**config.mk**
```make
export PLATFORM = sky130hd
export DESIGN_NAME = rotate_pattern_gen_flat
export DESIGN_NICKNAME = d
export VERILOG_FILES = /design/src/rtl/rotate_pattern_gen_if.sv /design/src/rtl/rotate_pattern_gen.sv /design/src/flat_wrapper.sv
export SDC_FILE = /design/constraint.sdc
export NUM_CORES = 1
export LEC_CHECK = 0
export BUFFER_PORTS_ARGS = -buffer_cell sky130_fd_sc_hd__buf_4
export CAP_MARGIN = 40
export CORE_MARGIN = 3
export CORE_UTILIZATION = 45
export CTS_CLUSTER_SIZE = 40
export DETAILED_ROUTE_END_ITERATION = 6
export GPL_TIMING_DRIVEN = 0
export PLACE_DENSITY = 0.84
export SLEW_MARGIN = 20
export SYNTH_ARGS = -nofsm -noshare
export SYNTH_HDL_FRONTEND = slang
export SYNTH_SLANG_ARGS = --single-unit
```
**constraint.sdc**
```tcl
create_clock -name clk -period 2.43 [get_ports clk]
set_input_delay 0.243 -clock clk [delete_from_list [all_inputs] [get_ports clk]]
set_output_delay 0.243 -clock clk [all_outputs]
set_load 0.03 [all_outputs]
```
**src/rtl/rotate_pattern_gen_if.sv**
```systemverilog
// Bundles the control, configuration, rotator and output-stream signals of rotate_pattern_gen.
// master: the generator's view (drives out_*, rot_data_in/rot_shift/rot_dir, busy, done).
// slave: the surrounding logic's view (drives start/abort/cfg_*, out_ready, rot_data_out).
interface rotate_pattern_gen_if #(
  parameter int CNT_W = 16
);
  logic             start;
  logic             abort;
  logic [31:0]      cfg_seed;
  logic [4:0]       cfg_step;
  logic             cfg_dir;
  logic [CNT_W-1:0] cfg_beats;
  logic [31:0]      rot_data_in;
  logic [4:0]       rot_shift;
  logic             rot_dir;
  logic [31:0]      rot_data_out;
  logic             out_valid;
  logic             out_ready;
  logic [31:0]      out_data;
  logic             out_last;
  logic             busy;
  logic             done;

  modport master (
    input  start, abort, cfg_seed, cfg_step, cfg_dir, cfg_beats, rot_data_out, out_ready,
    output rot_data_in, rot_shift, rot_dir, out_valid, out_data, out_last, busy, done
  );

  modport slave (
    output start, abort, cfg_seed, cfg_step, cfg_dir, cfg_beats, rot_data_out, out_ready,
    input  rot_data_in, rot_shift, rot_dir, out_valid, out_data, out_last, busy, done
  );
endinterface

```
**src/rtl/rotate_pattern_gen.sv**
```systemverilog
// Rotating pattern generator: emits cfg_beats words, each one the previous word rotated by an external rotator.
// Latency: first beat the cycle after an accepted start; one beat per cycle while out_ready is held high.
// Backpressure: out_data/out_last hold while out_valid && !out_ready. Ports: clk, rst, bus (master modport).
module rotate_pattern_gen #(
  parameter int CNT_W = 16
) (
  input  logic                 clk,
  input  logic                 rst,
  rotate_pattern_gen_if.master bus
);

  typedef enum logic [1:0] {
    IDLE = 2'd0,
    RUN  = 2'd1,
    DONE = 2'd2
  } state_t;

  state_t           state;
  state_t           state_nxt;
  logic [31:0]      pattern;
  logic [4:0]       step;
  logic             dir;
  logic [CNT_W-1:0] remaining;
  logic             load;
  logic             xfer;

  // Next-state and datapath strobes. Abort is checked before the transfer so it
  // wins over the last-beat transition; the coinciding beat is simply dropped here.
  always_comb begin
    state_nxt = state;
    load      = 1'b0;
    xfer      = 1'b0;
    case (state)
      IDLE: begin
        if (bus.start) begin
          if (bus.cfg_beats != '0) begin
            load      = 1'b1;
            state_nxt = RUN;
          end else begin
            // Zero-length request: no beats, just the completion pulse.
            state_nxt = DONE;
          end
        end
      end
      RUN: begin
        if (bus.abort) begin
          state_nxt = IDLE;
        end else if (bus.out_ready && remaining != '0) begin
          xfer = 1'b1;
          if (remaining == CNT_W'(1)) begin
            state_nxt = DONE;
          end
        end
      end
      DONE: begin
        state_nxt = IDLE;
      end
      default: begin
        state_nxt = IDLE;
      end
    endcase
  end

  always_ff @(posedge clk or posedge rst) begin
    if (rst) begin
      state <= IDLE;
    end else begin
      state <= state_nxt;
    end
  end

  always_ff @(posedge clk or posedge rst) begin
    if (rst) begin
      pattern   <= '0;
      step      <= '0;
      dir       <= 1'b0;
      remaining <= '0;
    end else if (load) begin
      pattern   <= bus.cfg_seed;
      step      <= bus.cfg_step;
      dir       <= bus.cfg_dir;
      remaining <= bus.cfg_beats;
    end else if (xfer) begin
      pattern   <= bus.rot_data_out;
      remaining <= remaining - CNT_W'(1);
    end
  end

  // All outputs decode straight from registers, so an async reset clears them at once.
  assign bus.out_valid   = (state == RUN);
  assign bus.out_data    = pattern;
  assign bus.out_last    = (state == RUN) && (remaining == CNT_W'(1));
  assign bus.rot_data_in = pattern;
  assign bus.rot_shift   = step;
  assign bus.rot_dir     = dir;
  assign bus.busy        = (state == RUN) || (state == DONE);
  assign bus.done        = (state == DONE);

endmodule
```
**src/flat_wrapper.sv**
```systemverilog
// flat-port wrapper written by rule: the top's interface ports become plain ports
module rotate_pattern_gen_flat 
#(
  parameter int CNT_W = 16
)
  (clk, rst, bus_start, bus_abort, bus_cfg_seed, bus_cfg_step, bus_cfg_dir, bus_cfg_beats, bus_rot_data_out, bus_out_ready, bus_rot_data_in, bus_rot_shift, bus_rot_dir, bus_out_valid, bus_out_data, bus_out_last, bus_busy, bus_done);
  rotate_pattern_gen_if #(.CNT_W(CNT_W)) bus_i ();
  input  logic clk;
  input  logic rst;
  input wire logic [$bits(bus_i.start)-1:0] bus_start;
  input wire logic [$bits(bus_i.abort)-1:0] bus_abort;
  input wire logic [$bits(bus_i.cfg_seed)-1:0] bus_cfg_seed;
  input wire logic [$bits(bus_i.cfg_step)-1:0] bus_cfg_step;
  input wire logic [$bits(bus_i.cfg_dir)-1:0] bus_cfg_dir;
  input wire logic [$bits(bus_i.cfg_beats)-1:0] bus_cfg_beats;
  input wire logic [$bits(bus_i.rot_data_out)-1:0] bus_rot_data_out;
  input wire logic [$bits(bus_i.out_ready)-1:0] bus_out_ready;
  output wire logic [$bits(bus_i.rot_data_in)-1:0] bus_rot_data_in;
  output wire logic [$bits(bus_i.rot_shift)-1:0] bus_rot_shift;
  output wire logic [$bits(bus_i.rot_dir)-1:0] bus_rot_dir;
  output wire logic [$bits(bus_i.out_valid)-1:0] bus_out_valid;
  output wire logic [$bits(bus_i.out_data)-1:0] bus_out_data;
  output wire logic [$bits(bus_i.out_last)-1:0] bus_out_last;
  output wire logic [$bits(bus_i.busy)-1:0] bus_busy;
  output wire logic [$bits(bus_i.done)-1:0] bus_done;
  assign bus_i.start = bus_start;
  assign bus_i.abort = bus_abort;
  assign bus_i.cfg_seed = bus_cfg_seed;
  assign bus_i.cfg_step = bus_cfg_step;
  assign bus_i.cfg_dir = bus_cfg_dir;
  assign bus_i.cfg_beats = bus_cfg_beats;
  assign bus_i.rot_data_out = bus_rot_data_out;
  assign bus_i.out_ready = bus_out_ready;
  assign bus_rot_data_in = bus_i.rot_data_in;
  assign bus_rot_shift = bus_i.rot_shift;
  assign bus_rot_dir = bus_i.rot_dir;
  assign bus_out_valid = bus_i.out_valid;
  assign bus_out_data = bus_i.out_data;
  assign bus_out_last = bus_i.out_last;
  assign bus_busy = bus_i.busy;
  assign bus_done = bus_i.done;
  rotate_pattern_gen #(.CNT_W(CNT_W)) u_core (.clk(clk), .rst(rst), .bus(bus_i));
endmodule
```
==> summary.txt, run 1 <==
Synth
  • Mean Syn Cell Area: 8.347 µm²
  • Post-synthesis adder-cell area fraction: 0.02004
  • Post-synth ARST share: 1.000
  • Mux cell area share after synthesis: 0.003206
  • Post-Synthesis Cells: 374
  • Post-Synth Simple-Gate Area: 0.2665
  • Post-synthesis register bit count: 56
  • Distinct cell type count of the synthesized netlist: 37
  • Sequential fraction of the synthesis area: 0.4489
  • Mapped Area: 3122 µm²
  • Xor/xnor share of the synthesized area: 0.03928
  • EDFF count, synth: 0
  • Ys flop type: dfrtp_1
  • Warnings, synthesis: 0
  • Syn nets: 470
  • Post-synthesis compound-gate area fraction: 0.1090
  • Largest family of logic cells by synthesized area: simple AND/OR/NAND/NOR gates

CTS
  • CTS Hold Bufs: 0
  • CTS sink cnt: 56
  • Clock Pin Slew Worst Setup and Hold Paths: 90 ps
  • Htree depth: 2
  • Clock Tree Root: clkbuf_8
  • Num CTS Buffers: 5
  • Worst-Skew Late Latency: 310 ps
  • CTS tree: yes
  • Max clock buf depth: 2

Floorplanning
  • Die area: 7973 µm²
  • Starting Density: 0.4780
  • Core area: 6531 µm²
  • Num ports: 165
  • Chip height: 89.29 µm
  • Row count: 29
  • Die width: 89.29 µm

Power and ir drop
  • Pwr per Cell Area: 1401 nW/µm²
  • Worst vdd ir: 0.0009572 V
  • Leakage: 0.002271 µW

Routing
  • Via/cell ratio: 5.241
  • WL final: 9.662 mm
  • Post-DRT Antenna Nets: 0
  • Avg WL per Cell: 15.41 µm
  • DRT Pass-1 Iters: 4
  • Via count: 3286
  • Initial DRC Count: 185
  • DRC viols: 0

Timing
  • Final setup viols: 0
  • Worst slew pin tran: 791.9 ps
  • Final worst-path cycle share: 0.9733
  • Max_slew headroom: 0.4646
  • Max-slew violation count: 0
  • Max Clk Rate: 422.8 MHz
  • Tmin final: 2365 ps
  • Final hold vios: 0
  • Setup ws final: 64.98 ps
  • Setup_tns: 0 ps
  • Worst Clk Skew: 4.353 ps

Global routing
  • Vias in the first global route: 3114
  • First-pass GRT wire length: 14.35 mm
  • All-Layer GR Usage: 0.2277
  • Largest net degree at the start of global routing: 57
  • Total gr overflow: 0
  • Initial antenna violation count: 0

Worst setup path
  • WS Path Type: register to register
  • Setup crit end kind: register
  • Crit path max fanout: 10
  • CP arrival: 2540 ps
  • Startpoint types: register
  • Critical Path RT: 2600 ps

Finish
  • Antenna Cells: 0
  • Area grow syn2layout: 47.50%
  • Layout Cells excl Fill: 627
  • Nets: 646
  • Share of the core filled with cells: 0.7050
  • Share of layout cells above drive strength 1: 0.4091
  • Most common cell after layout, fill and taps aside: buf_4
  • Fillers: 555
  • Highest-count cells in the layout ignoring fill and taps: 202 x buf_4, 100 x nand2_1, 55 x dfrtp_1, 47 x nor2_1, 32 x a31oi_1

Placed design
  • DP Wirelength: 7.381 mm
  • Port bufs: 164
  • Inst Count DP: 615
  • Setup WS pre-CTS: 56.12 ps
  • GP Congestion: 0.9464

Run status
  • Status: complete, no violations

Job
  • Max-Cap Viols: 0

Min path
  • HP Class: input port to async pin
per-layer routing:
| layer | global-route usage | wire, µm | vias to the layer above |
|---|---|---|---|
| met5 | 0 | 0 | - |
| met4 | 0.05819 | 133 | 0 |
| met3 | 0.05530 | 735 | 15 |
| met2 | 0.4025 | 4950 | 133 |
| met1 | 0.2782 | 3841 | 1552 |
| li1 | - | - | 1586 |
where the power goes:
part / total (µW) / internal [µW] / leakage, µW / switching [µW]
logic: 4120 / 1690 / 0.00158 / 2420
registers: 1840 / 1400 / 0.000646 / 440
clock network: 495 / 197 / 0.0000410 / 298
layout make-up:
type,instances,area (µm²),area share
Sequential cell,56,1403,0.3046
Multi-Input combinational cell,263,1401,0.3043
Timing Repair Buffer,169,1269,0.2755
Buffer,50,336.6,0.07310
Tap cell,77,96.34,0.02092
Clock buffer,6,72.57,0.01576
Inverter,5,21.27,0.004620
Clock inverter,1,5.005,0.001087
synth_stat cells (2+ instances only):
cell      count  area share
xor2_1       13       0.036
o21ai_0       9       0.014
buf_4        33       0.079
or4_1         2      0.0048
ha_1          5       0.020
dfrtp_1      56        0.45
o211ai_1      2      0.0048
a21oi_1       6      0.0096
clkbuf_1     14       0.017
a31oi_1      33       0.066
nand4_1       3      0.0060
inv_1         5      0.0060
nor3_1        3      0.0048
nand2_1     100        0.12
buf_6         3       0.011
nand4b_1      2      0.0056
nor2_1       48       0.058
nand3_1       8       0.013
o21ai_1       4      0.0064
nor4_1        8       0.016
timing repair:
item	CTS	global route
endpoints found under the hold margin	0	0
pin swaps	0	3
setup endpoints to repair	1	31
gates resized for setup	1	10
buffers inserted	0	5
per-stage QoR:
step | cell area (µm²) | hold slack [ps] | power (µW)
global route | 4604 | 99.28 | 6861
floorplan | 3122 | 348.4 | 4419
CTS | 4538 | 77.27 | 6392
finish | 4604 | 54.97 | 6452
global placement | 4449 | 434.6 | 5779
detailed placement | 4452 | 412.4 | 5887
registers in the layout, indices dropped and copies added (netlist names):
| signal | cells |
|---|---|
| u_core.bus.rot_shift | 5 |
| u_core.state | 2 |
| u_core.remaining | 16 |
| u_core.bus.out_data | 32 |
| u_core.bus.rot_dir | 1 |
worst paths after layout:
| check | start | end | slack (ps) | depth (start not counted) |
|---|---|---|---|---|
| setup / recovery | u_core.remaining[1] | u_core.bus.out_data[10] | 60 | 8 |
| hold / removal | rst | u_core.bus.out_data[30] | 50 | 2 |
| setup reg to reg | u_core.remaining[1] | u_core.bus.out_data[10] | 60 | 8 |
| hold reg to reg | u_core.bus.rot_shift[0] | u_core.bus.rot_shift[0] | 490 | 2 |
| max in group asynchronous | rst | u_core.remaining[0] | 1880 | 2 |
| min in group clk | bus_cfg_step[0] | u_core.bus.rot_shift[0] | 120 | 3 |
logic make-up (layout without fill, tap and decap cells):
kind of cell,after synthesis,in the layout
simple gates,187,187
fa+ha+maj,5,5
xor+xnor,14,14
compound gates,56,56
mux,1,1
flops,56,56
buf+inv,55,231
critical path, stage by stage (launching register included):
cell,delay [ps]
dfrtp_1,420
inv_1,120
ha_4,170
or3b_2,480
nor4_4,380
nor2_2,160
clkbuf_1,270
nand2_1,140
a31oi_1,90
Note: power is estimated with default switching activity, not from simulation.
==> inputs of run 2 (changes only) <==
==> constraint.sdc (replaced) <==
create_clock -name clk -period 2.19 [get_ports clk]
set_input_delay 0.219 -clock clk [delete_from_list [all_inputs] [get_ports clk]]
set_output_delay 0.219 -clock clk [all_outputs]
set_load 0.03 [all_outputs]
==> run 2 against run 1 <==
The flow now finishes with violations (negative setup slack). Die area stayed put. Core utilization is 1.2 points higher. Worst hold slack worse by 27 ps. Sequential power is 11% higher. Combinational power is 13% higher. Non-clock buffer count is 4 higher. Setup slack worse by 91 ps. Critical path depth is 4 lower. Clock-buffer cell count stayed put. Cell area is 1.7% higher. Clock skew hardly changed.
==> summary.txt, run 2 (synthesis results as in run 1) <==
Timing
  • Tmin final: 2216 ps
  • Worst Clk Skew: 4.170 ps
  • Final setup viols: 1
  • Max Clk Rate: 451.3 MHz
  • Worst slew pin tran: 694.5 ps
  • Setup ws final: -25.89 ps
  • Max_slew headroom: 0.5370
  • RSZ-0062 raised after global routing: yes
  • Max-slew violation count: 0
  • Final worst-path cycle share: 1.012
  • Final hold vios: 0

Finish
  • Fillers: 536
  • Highest-count cells in the layout ignoring fill and taps: 205 x buf_4, 100 x nand2_1, 53 x dfrtp_1, 47 x nor2_1, 32 x a31oi_1
  • Nets: 650
  • Most common cell after layout, fill and taps aside: buf_4
  • Max reg flops: 32
  • Share of layout cells above drive strength 1: 0.4278
  • Area grow syn2layout: 49.94%
  • Reg area: 1405 µm²
  • Area of the multi-input gates: 1431 µm²
  • Antenna Cells: 0

Global routing
  • Initial antenna violation count: 0
  • Total gr overflow: 0
  • First-pass GRT wire length: 14.56 mm
  • Vias in the first global route: 3140
  • Largest net degree at the start of global routing: 57
  • All-Layer GR Usage: 0.2308

Placed design
  • Setup WS pre-CTS: -183.9 ps
  • GP Congestion: 0.9464
  • DP Wirelength: 7.381 mm
  • Port bufs: 164

Power and ir drop
  • Total power: 7232 µW
  • Leakage: 0.002306 µW
  • Pwr per Cell Area: 1545 nW/µm²
  • Worst vdd ir: 0.001032 V

Worst setup path
  • WS Path Type: register to output port
  • Critical Path Sink: bus_out_last
  • Worst Reg-to-Reg Cells: 9
  • Setup crit end kind: output port
  • R2R setup slack: 0 ps
  • Crit path max fanout: 5
  • Critical Path Source: u_core.remaining[3]
  • CP arrival: 2000 ps
  • Crit-path slowest cell: or4_4
  • Startpoint types: register
  • R2R Path End: u_core.remaining[5]
  • Worst path max stage delay: 580 ps
  • Worst path cell trace: or4_4 > nor4_4 > and4_1 > buf_4
  • Critical Path RT: 1970 ps
  • Reg2reg start: u_core.remaining[1]

CTS
  • Num CTS Buffers: 5
  • Clock Tree Root: clkbuf_8
  • Worst-Skew Late Latency: 310 ps
  • Max clock buf depth: 2
  • CTS tree: yes
  • CTS Hold Bufs: 0
  • Clock Pin Slew Worst Setup and Hold Paths: 100 ps
  • Htree depth: 2
  • CTS sink cnt: 56

Run status
  • Failing checks: negative setup slack
  • Status: complete, but fails checks

Floorplanning
  • Row count: 29
  • Die width: 89.29 µm
  • Core area: 6531 µm²
  • Num ports: 165
  • Die area: 7973 µm²
  • Starting Density: 0.4780
  • Chip height: 89.29 µm

Job
  • Max-Cap Viols: 0

Min path
  • HP Class: input port to async pin

Routing
  • Post-DRT Antenna Nets: 0
  • DRC viols: 0
  • WL final: 9.739 mm
  • Initial DRC Count: 183
  • Via count: 3314
  • Via/cell ratio: 5.252
  • DRT Pass-1 Iters: 5
  • Avg WL per Cell: 15.43 µm
## run 2: cell count changes in the layout (fill, tap and decap cells not counted), moves of 2 or more
cell	previous run	this run
dfrtp_1	55	53
dfrtp_2	1	3
nor4_1	8	6
clkbuf_1	13	11
buf_8	0	2
buf_2	0	2
buf_4	202	205
nor4_2	0	2
## run 2: power by group
| part | switching, µW | total, µW | internal (µW) |
|---|---|---|---|
| clock | 325 | 544 | 219 |
| combinational | 2730 | 4650 | 1930 |
| sequential | 477 | 2040 | 1560 |
## run 2: per-stage QoR
stage | util | hold WS, ps | area [µm²] | TNS [ps] | cells
finish | 0.7167 | 27.65 | 4681 | -25.89 | 631
global route | 0.7167 | 79.62 | 4681 | -345.0 | 631
CTS | 0.7048 | 53.23 | 4603 | -44.83 | 627
detailed placement | 0.6816 | 388.4 | 4452 | -4404 | 615
global placement | 0.6812 | 410.6 | 4449 | -12780 | 615
floorplan | - | 324.4 | 3122 | 0 | 374
## run 2: worst min path at each step
stage                         start                      end  slack [ps]
finish                          rst  u_core.bus.out_data[26]          30
global route                    rst  u_core.bus.out_data[26]          80
CTS                             rst  u_core.bus.out_data[26]          50
detailed placement              rst  u_core.bus.out_data[29]         390
global placement    bus_cfg_step[3]  u_core.bus.rot_shift[3]         410
floorplan               bus_cfg_dir       u_core.bus.rot_dir         320
## run 2: what timing repair did
item,in CTS,in global routing
gates resized for setup,11,14
pin swaps,5,5
setup endpoints to repair,31,41
buffers inserted,5,4
## run 2: critical path, delay by kind of cell (launching register included)
family	cells	cell delay, ps
buffers and inverters	1	160
DFF	1	450
and+or+nand+nor	3	1070
## run 2: cell type report
type / count / area share
clock buffers: 6 / 0.01550
clock inverters: 1 / 0.001069
well taps: 77 / 0.02058
flip-flops and latches: 56 / 0.3002
inverters: 5 / 0.004544
repair buffers: 173 / 0.2775
multi-input cells: 263 / 0.3058
plain buffers: 50 / 0.07485
## run 2: metal layers
layer | routed length (µm) | track usage | vias to the layer above
met1 | 3750 | 0.2817 | 1564
li1 | - | - | 1588
met5 | 0 | 0 | -
met3 | 799 | 0.04885 | 17
met4 | 184 | 0.06766 | 0
met2 | 5005 | 0.4092 | 145
==> inputs of run 3 (changes only) <==
--- a/config.mk
+++ b/config.mk
@@ -7,12 +7,15 @@
 export LEC_CHECK = 0
 export BUFFER_PORTS_ARGS = -buffer_cell sky130_fd_sc_hd__buf_4
 export CAP_MARGIN = 40
+export CELL_PAD_IN_SITES_DETAIL_PLACEMENT = 1
+export CELL_PAD_IN_SITES_GLOBAL_PLACEMENT = 1
 export CORE_MARGIN = 3
-export CORE_UTILIZATION = 45
+export CORE_UTILIZATION = 33
+export CTS_BUF_LIST = sky130_fd_sc_hd__clkbuf_8
 export CTS_CLUSTER_SIZE = 40
 export DETAILED_ROUTE_END_ITERATION = 6
 export GPL_TIMING_DRIVEN = 0
-export PLACE_DENSITY = 0.84
+export PLACE_DENSITY = 0.87
 export SLEW_MARGIN = 20
 export SYNTH_ARGS = -nofsm -noshare
 export SYNTH_HDL_FRONTEND = slang
==> run 3 against run 2 <==
The run still ends with negative setup slack left. Core utilization is 13 points lower. Non-clock buffer count is 19 higher. Die area is 34% higher. Global-route usage is 0.22 points lower. Wire length is 38% higher. Via count is 7.6% higher.
==> summary.txt, run 3 (synthesis results as in run 1) <==
Min path
  • Worst Hold Endpoint: u_core.bus.rot_shift[0]
  • Hold Crit Depth: 3
  • Min-delay src: bus_cfg_step[0]
  • HP Class: input port to register

Global routing
  • Largest net degree at the start of global routing: 32
  • First-pass GRT wire length: 19.11 mm
  • All-Layer GR Usage: 0.2286
  • Initial antenna violation count: 0
  • Total gr overflow: 0
  • Vias in the first global route: 3715

Timing
  • Final worst-path cycle share: 1.012
  • Max Clk Rate: 451.4 MHz
  • Setup ws final: -25.55 ps
  • Tmin final: 2216 ps
  • Max-slew violation count: 0
  • Max_slew headroom: 0.5637
  • RSZ-0062 raised after global routing: yes
  • Final hold vios: 0
  • Final setup viols: 1
  • WHS: 89.85 ps
  • Worst Clk Skew: 9.427 ps
  • Worst slew pin tran: 654.5 ps

Routing
  • Avg WL per Cell: 19.74 µm
  • Initial DRC Count: 71
  • Via/cell ratio: 5.230
  • WL final: 13.46 mm
  • Via count: 3567
  • Post-DRT Antenna Nets: 0
  • DRC viols: 0
  • DRT Pass-1 Iters: 4

CTS
  • CTS tree: yes
  • Clock Tree Root: clkbuf_8
  • Max clock buf depth: 2
  • CTS sink cnt: 56
  • Worst-Skew Late Latency: 320 ps
  • Num CTS Buffers: 5
  • Clock Pin Slew Worst Setup and Hold Paths: 110 ps
  • Htree depth: 2

Floorplanning
  • Chip height: 103.3 µm
  • Core area: 8934 µm²
  • Row count: 34
  • Die area: 10660 µm²
  • Die width: 103.3 µm
  • Starting Density: 0.3494
  • Num ports: 165

Finish
  • Nets: 669
  • Highest-count cells in the layout ignoring fill and taps: 217 x buf_4, 71 x nand2_1, 49 x dfrtp_1, 47 x nor2_1, 25 x a31oi_1
  • Share of layout cells above drive strength 1: 0.5314
  • Most common cell after layout, fill and taps aside: buf_4
  • Max reg flops: 32
  • Layout Cells excl Fill: 682
  • Area grow syn2layout: 68.26%
  • Antenna Cells: 0
  • Share of the core filled with cells: 0.5880
  • Fillers: 1055

Worst setup path
  • Setup crit end kind: output port
  • R2R setup slack: 30 ps
  • Worst Reg-to-Reg Cells: 7
  • Critical Path RT: 1970 ps
  • Reg2reg start: u_core.remaining[13]
  • Critical Path Source: u_core.remaining[3]
  • CP arrival: 2000 ps
  • R2R Path End: u_core.bus.out_data[0]
  • Startpoint types: register
  • WS Path Type: register to output port
  • Crit path max fanout: 2

Placed design
  • GP Congestion: 0.8484
  • DP Wirelength: 9.227 mm
  • Inst Count DP: 647
  • Port bufs: 164

Power and ir drop
  • Leakage: 0.002477 µW
  • Worst vdd ir: 0.0008326 V
  • Pwr per Cell Area: 1561 nW/µm²
  • Total power: 8200 µW

Run status
  • Status: complete, but fails checks
  • Failing checks: negative setup slack

Job
  • Max-Cap Viols: 0
## run 3: cell types whose count changed in the layout (fill, tap and decap cells not counted), sizes merged
cell and change:
buf +16, dlygate4sd3 +1, clkbuf +1, clkinvlp +1, bufinv +1
## run 3: per-stage QoR
step | cell area, µm² | setup WS, ps | TNS, ps
floorplan | 3122 | 15.53 | 0
global placement | 4488 | -262.0 | -21360
detailed placement | 4511 | -298.5 | -9119
CTS | 4903 | -20.83 | -21.61
global route | 5253 | -78.19 | -753.1
finish | 5253 | -25.55 | -25.55
## run 3: cell type report
| type | count | area (µm²) | share of cell area |
|---|---|---|---|
| clock buffers | 5 | 68.82 | 0.01310 |
| clock inverters | 3 | 42.54 | 0.008099 |
| inverters | 5 | 21.27 | 0.004050 |
| plain buffers | 50 | 365.4 | 0.06956 |
| well taps | 108 | 135.1 | 0.02573 |
| multi-input cells | 263 | 1704 | 0.3244 |
| flip-flops and latches | 56 | 1410 | 0.2685 |
| repair buffers | 192 | 1505 | 0.2866 |
## run 3: power breakdown
part / total [µW] / switching, µW / internal [µW]
sequential: 2140 / 580 / 1560
combinational: 5340 / 3090 / 2250
clock: 715 / 375 / 340
total: 8200 / 4040 / 4160
## run 3: worst max-delay path by stage
stage	slack, ps	depth (start not counted)	endpoint
floorplan	20	7	u_core.remaining[5]
global placement	-260	8	u_core.bus.out_data[26]
detailed placement	-300	8	u_core.bus.out_data[30]
CTS	-20	4	bus_out_last
global route	-80	4	bus_out_last
finish	-30	4	bus_out_last
## run 3: timing repair
action,in CTS,in global routing
hold buffers,1,0
setup buffers,17,6
gates resized for setup,32,74
pin swaps,11,41
endpoints found under the hold margin,25,0
endpoints found under the setup margin,39,53
cloned,2,1
## run 3: worst max-delay path, stage by stage (launching register included)
cell and delay (ps):
dfrtp_2 440, or4_4 580, nor4_4 270, and4_1 250, buf_6 140
## run 3: metal layers
metal  vias up  part of all wire  wire length [µm]  track usage
met1      1782              0.38              5121       0.2764
met5         -                 0                 0            0
li1       1631                 -                 -            -
met3        27             0.057               762      0.02817
met4         0             0.022               299      0.05876
met2       127              0.54              7277       0.4277
